==> config.mk <==
export PLATFORM = sky130hd
export DESIGN_NAME = fruit_spawn_scheduler
export DESIGN_NICKNAME = d
export VERILOG_FILES = /design/src/rtl/fruit_spawn_scheduler_pkg.sv /design/src/rtl/fruit_spawn_scheduler_rr_idle_pick.sv /design/src/rtl/fruit_spawn_scheduler.sv
export SDC_FILE = /design/constraint.sdc
export NUM_CORES = 1
export LEC_CHECK = 0
export BUFFER_PORTS_ARGS = -buffer_cell sky130_fd_sc_hd__clkbuf_2
export CAP_MARGIN = 20
export CORE_MARGIN = 5
export CORE_UTILIZATION = 40
export DETAILED_ROUTE_END_ITERATION = 7
export GPL_TIMING_DRIVEN = 0
export HOLD_SLACK_MARGIN = 0.05
export PLACE_DENSITY = 0.61
export SKIP_LAST_GASP = 1
export SLEW_MARGIN = 20
export SYNTH_ARGS = -nofsm -noshare
export SYNTH_HDL_FRONTEND = slang
export SYNTH_SLANG_ARGS = --single-unit
==> constraint.sdc <==
create_clock -name clk -period 3.12 [get_ports clk]
set_clock_uncertainty 0.2 [all_clocks]
set_input_delay 0.624 -clock clk [delete_from_list [all_inputs] [get_ports clk]]
set_output_delay 0.624 -clock clk [all_outputs]
set_load 0.005 [all_outputs]
==> src/rtl/fruit_spawn_scheduler_pkg.sv <==
// Shared types and widths for the fruit spawner and the object slots it feeds.
package fruit_spawn_scheduler_pkg;

  typedef enum logic [2:0] {
    ST_IDLE,
    ST_ARM,
    ST_WAIT,
    ST_PICK,
    ST_LAUNCH
  } spawn_state_t;

  localparam int FRUIT_KINDS = 8;
  localparam int FRUIT_W     = $clog2(FRUIT_KINDS);
  localparam int GAP_W       = 6;
  localparam int VEL_W       = 10;
  localparam int POS_W       = 10;

  // Screen x position for a 5-bit random value: 0..620 in steps of 20.
  function automatic logic [POS_W-1:0] rand_to_posx(input logic [4:0] r);
    return POS_W'(r) * POS_W'(20);
  endfunction

endpackage

==> src/rtl/fruit_spawn_scheduler_rr_idle_pick.sv <==
// Round-robin search for the first idle slot at or above rr_ptr, wrapping around.
// Purely combinational; found is low when every slot is busy.
module rr_idle_pick #(
  parameter int SLOTS = 4,
  parameter int IDX_W = $clog2(SLOTS)
) (
  input  logic [SLOTS-1:0] slot_busy,
  input  logic [IDX_W-1:0] rr_ptr,
  output logic             found,
  output logic [IDX_W-1:0] sel_idx,
  output logic [SLOTS-1:0] sel_onehot
);

  int idx;

  always_comb begin
    found   = 1'b0;
    sel_idx = '0;
    idx     = 0;
    // Walk offsets from farthest to nearest so the nearest idle slot wins.
    for (int k = SLOTS - 1; k >= 0; k--) begin
      idx = int'(rr_ptr) + k;
      if (idx >= SLOTS) idx = idx - SLOTS;
      if (!slot_busy[idx]) begin
        found   = 1'b1;
        sel_idx = IDX_W'(idx);
      end
    end
    sel_onehot = found ? (SLOTS'(1) << sel_idx) : '0;
  end

endmodule

==> src/rtl/fruit_spawn_scheduler.sv <==
// Spawns fruits into free slots after a randomized tick gap, capping airborne count.
// Launch pulses 2 clk after the gap expires when a slot is free; otherwise waits in PICK.
module fruit_spawn_scheduler
  import fruit_spawn_scheduler_pkg::*;
#(
  parameter int SLOTS      = 4,
  parameter int MAX_ACTIVE = 3,
  parameter int BASE_GAP   = 16
) (
  input  logic               clk,
  input  logic               rstn,
  input  logic               enable,
  input  logic               tick,
  input  logic [4:0]         randn,
  input  logic [SLOTS-1:0]   slot_busy,
  output logic [SLOTS-1:0]   launch,
  output logic [FRUIT_W-1:0] launch_fruit,
  output logic [POS_W-1:0]   launch_posx,
  output logic [VEL_W-1:0]   launch_vx,
  output logic [VEL_W-1:0]   launch_vy,
  output logic               launch_dx,
  output logic [3:0]         active_count,
  output logic [7:0]         launches_total
);

  localparam int               IDX_W    = $clog2(SLOTS);
  localparam logic [3:0]       MAX_ACT  = 4'(MAX_ACTIVE);
  localparam logic [GAP_W-1:0] GAP_BASE = GAP_W'(BASE_GAP);

  spawn_state_t     state, state_nxt;
  logic [GAP_W-1:0] gap_cnt;
  logic [IDX_W-1:0] rr_ptr;
  logic [IDX_W-1:0] sel_idx;
  logic [SLOTS-1:0] sel_onehot;
  logic             found;
  logic             eligible;
  logic             do_launch;
  logic [3:0]       busy_cnt;

  rr_idle_pick #(.SLOTS(SLOTS)) u_pick (
    .slot_busy  (slot_busy),
    .rr_ptr     (rr_ptr),
    .found      (found),
    .sel_idx    (sel_idx),
    .sel_onehot (sel_onehot)
  );

  always_comb begin
    busy_cnt = '0;
    for (int i = 0; i < SLOTS; i++) busy_cnt = busy_cnt + {3'b000, slot_busy[i]};
  end

  // Eligibility uses the registered count, so a freed slot is seen one cycle late.
  assign eligible  = found && (active_count < MAX_ACT);
  assign do_launch = (state == ST_PICK) && enable && eligible;

  always_ff @(posedge clk) begin
    if (!rstn) state <= ST_IDLE;
    else       state <= state_nxt;
  end

  always_comb begin
    state_nxt = state;
    unique case (state)
      ST_IDLE:   if (enable) state_nxt = ST_ARM;
      ST_ARM:    state_nxt = enable ? ST_WAIT : ST_IDLE;
      ST_WAIT: begin
        if (!enable)           state_nxt = ST_IDLE;
        else if (gap_cnt == 0) state_nxt = ST_PICK;
      end
      ST_PICK: begin
        if (!enable)       state_nxt = ST_IDLE;
        else if (eligible) state_nxt = ST_LAUNCH;
      end
      ST_LAUNCH: state_nxt = enable ? ST_ARM : ST_IDLE;
      default:   state_nxt = ST_IDLE;
    endcase
  end

  // Launch, pointer and total are committed on entry to LAUNCH so they are
  // already valid while the launch pulse is high.
  always_ff @(posedge clk) begin
    if (!rstn) begin
      gap_cnt        <= '0;
      rr_ptr         <= '0;
      launch         <= '0;
      launch_fruit   <= '0;
      launch_posx    <= '0;
      launch_vx      <= '0;
      launch_vy      <= '0;
      launch_dx      <= 1'b0;
      active_count   <= '0;
      launches_total <= '0;
    end else begin
      launch       <= '0;
      active_count <= busy_cnt;
      if (state == ST_ARM) gap_cnt <= GAP_BASE + GAP_W'(randn[3:0]);
      if (state == ST_WAIT && tick && gap_cnt != 0) gap_cnt <= gap_cnt - 1'b1;
      if (do_launch) begin
        launch         <= sel_onehot;
        launch_fruit   <= randn[4:2];
        launch_posx    <= rand_to_posx(randn);
        launch_vx      <= VEL_W'(randn % 5'd7);
        launch_vy      <= VEL_W'(randn[2:0]) + VEL_W'(8);
        launch_dx      <= randn[0];
        rr_ptr         <= (sel_idx == IDX_W'(SLOTS - 1)) ? '0 : sel_idx + 1'b1;
        launches_total <= launches_total + 8'd1;
      end
    end
  end

endmodule

==> out/qor.csv <==
stage,metric,value,unit
outcome,status,"finished, final reports clean",
timing,finalWorstSetupSlack,155,ps
min_path,worst_hold_path_type,register to register,
timing,slew_viol_final,0,
clock_network,cts_buffers,5,
timing,slew-limit-headroom,52.8,%
timing,finalHoldViolCount,0,
floorplanning,coreArea,6870,um^2
placed_design,placed_cells,479,
layout,diodes,0,
setup_path,reg2regPathDepth,6,
global_routing,grt_pass1_wl,10900,um
synthesis,netlist_area,2870,um^2
synthesis,ys_ff_latch,48,
pwr,ir_worst_vdd,0.000145,V
setup_path,critical_path.cell_chain,"clkbuf_2, clkbuf_4, a21boi_1, ha_1, clkbuf_4, nand2b_1, a311o_1, nand3_2, ha_4, and2_1, o311a_4, a211oi_4, a211oi_2, o21a_1",
synthesis,postSynthCellCount,323,
floorplanning,io_pins,63,
layout,syn_to_final_growth,18.3,%
synthesis,yosys_warnings,0,
global_routing,grt_pass1_vias,2231,
timing,min_period,2960,ps
clock_network,clk_path_buf_depth,2,
setup_path,critical-path-top-delay-family,compound AO/OA/AOI/OAI gates,
routing,wl_per_cell,13.5,um
clock_network,cts_tree,built,
routing,postRouteAntennaNets,0,
routing,drt-total-wl,6550,um
synthesis,synth.distinct_cells,68,
synthesis,synth-edff-count,0,
routing,drt_iter0_markers,71,
setup_path,crit_type,primary input to register,
clock_network,post_cts_buffers,0,
placed_design,hpwlAfterDp,5040,um
clock_network,insertion_delay,300,ps
layout,drive_gt1_share,28.5,%
synthesis,synth_area_leaders,"dfxtp_1, ha_1, nand2_1, buf_4, a21boi_0",
synthesis,synth_top_area_share,33.5,%
floorplanning,initial_core_util,41.7,%
setup_path,cp_common_cell,clkbuf_4,
floorplanning,rows,30,
setup_path,slowest_stage,a311o_1,
layout,fillers,692,
global_routing,antenna_found_initial,0,
timing,fmax,337,MHz
clock_network,path_clk_slew,90,ps
layout,multi_input_area,1690,um^2
placed_design,gp_congestion,0.878,
layout,seq_area,961,um^2
setup_path,crit_path_max_incr_delay,360,ps
min_path,whs_path_depth,2,
routing,vias_per_cell,4.91,
pwr,p_total,1240,uW
global_routing,grt_start_max_net_pins,16,
timing,rsz0062_at_grt,false,
synthesis,synth_area_leader_cell,dfxtp_1,
global_routing,overflow,0,
flow_run,maxCapViolations,0,
placed_design,dp_worst_setup_slack,-401,ps
synthesis,synthArstFlopShare,0,%
synthesis,yosysSeqAreaShare,33.5,%
layout,mostFrequentLayoutCells,"clkbuf_2, dfxtp_1, nand2_1",
clock_network,cts_htree_levels,2,
setup_path,cp_num_buf_inv,3,
setup_path,crit_cells,14,
synthesis,synth.avg_cell_area,8.88,um^2
clock_network,cts_root_buffer,clkbuf_8,
synthesis,ys.flop_type,dfxtp_1,
pwr,leakage,0.00156,uW
timing,worstMarginPinSlew,704,ps
pwr,p_per_area,366,nW/um^2
timing,setup_viol,0,
global_routing,grt.total_usage,15.3,%
floorplanning,fp.dieW,94.7,um
floorplanning,fp.dieH,94.7,um
setup_path,crit_path_max_fanout,10,
clock_network,cts_sinks,48,
layout,final_common_cell,clkbuf_2,
timing,finalCritPeriodShare,95.0,%
routing,drc_errors,0,
layout,fin_cells,486,
setup_path,cp.required,3170,ps
layout,final_net_count,418,
floorplanning,dieArea,8960,um^2
setup_path,cp-start-kind,primary input,
placed_design,port_buffers,52,
routing,dr.pass1.iters,4,
routing,num_vias,2385,
clock_network,cts_hold_buf,0,
setup_path,end_kind,register,
setup_path,cp.arrival,3020,ps
through the flow:
step,setup TNS [ps],instance area [um^2],util (%),hold slack (ps)
final,0,3390,49.4,266
after CTS,0,3380,49.3,268
after floorplan,0,2910,-,252
after global routing,0,3390,49.4,286
after detailed placement,-2720,3290,48.0,257
after global placement,-2540,3290,48.0,257
timing repair:
item | in CTS | in global routing
pin swaps | 1 | 3
resized for setup | 2 | 4
setup endpoints to repair | 5 | 7
synth_stat cells (all sizes together) (5+ instances only):
cell	count
o21ai	11
dfxtp	48
nor2	17
a21boi	15
nand2	41
and2	16
buf	27
nand2b	5
inv	17
a21oi	10
nand4	5
ha	14
nand3	12
nor2b	9
xnor2	7
registers in the layout, indices dropped and copies added (netlist names):
signal	cells
launch_vx	10
launch_posx	8
launches_total	8
gap_cnt	6
launch	4
active_count	3
launch_fruit	3
state	3
rr_ptr	2
launch_vy	1
worst register-to-register path: cells and delay by family (launching register included):
kind	cells	cell delay (ps)
flops	1	340
simple gates	2	670
buf+inv	2	500
compound gates	2	260
report_power, final:
| group | switching [uW] | total [uW] | internal, uW |
|---|---|---|---|
| Clock | 209 | 366 | 157 |
| Combinational | 130 | 236 | 106 |
| Sequential | 11.9 | 638 | 626 |
| Total | 351 | 1240 | 889 |
kinds of logic (layout without fill, tap and decap cells):
family          Yosys count  in the layout  synth area share, %
xor+xnor                  9              9                 2.75
other cells               1              9                0.131
flops                    48             48                 33.5
fa+ha+maj                17             17                 7.85
simple gates            124            124                 24.3
buf+inv                  48            107                 9.38
mux                       3              3                 1.09
compound gates           73             73                 21.0
per-layer routing:
metal	vias up	track usage (%)	share of wire, %
met5	-	0	0
met4	0	3.97	1.1
met3	6	2.95	4.0
met2	38	26.0	50
met1	1107	19.8	45
li1	1234	-	-
layout make-up:
cell class	count	area share, %
Multi-Input combinational cell	235	49.7
Tap cell	96	3.54
Inverter	17	1.88
Clock inverter	3	0.553
Clock buffer	5	2.03
Timing Repair Buffer	52	7.74
Buffer	30	6.27
Sequential cell	48	28.3
worst paths after layout:
check	from	endpoint	slack, ps
max	randn[2]	launch_vx[9]	160
min	launch_posx[9]	launch_posx[9]	270
max reg2reg	state[1]	launch_vx[1]	1090
min reg2reg	launch_posx[9]	launch_posx[9]	270
Note: power is estimated with default switching activity, not from simulation.
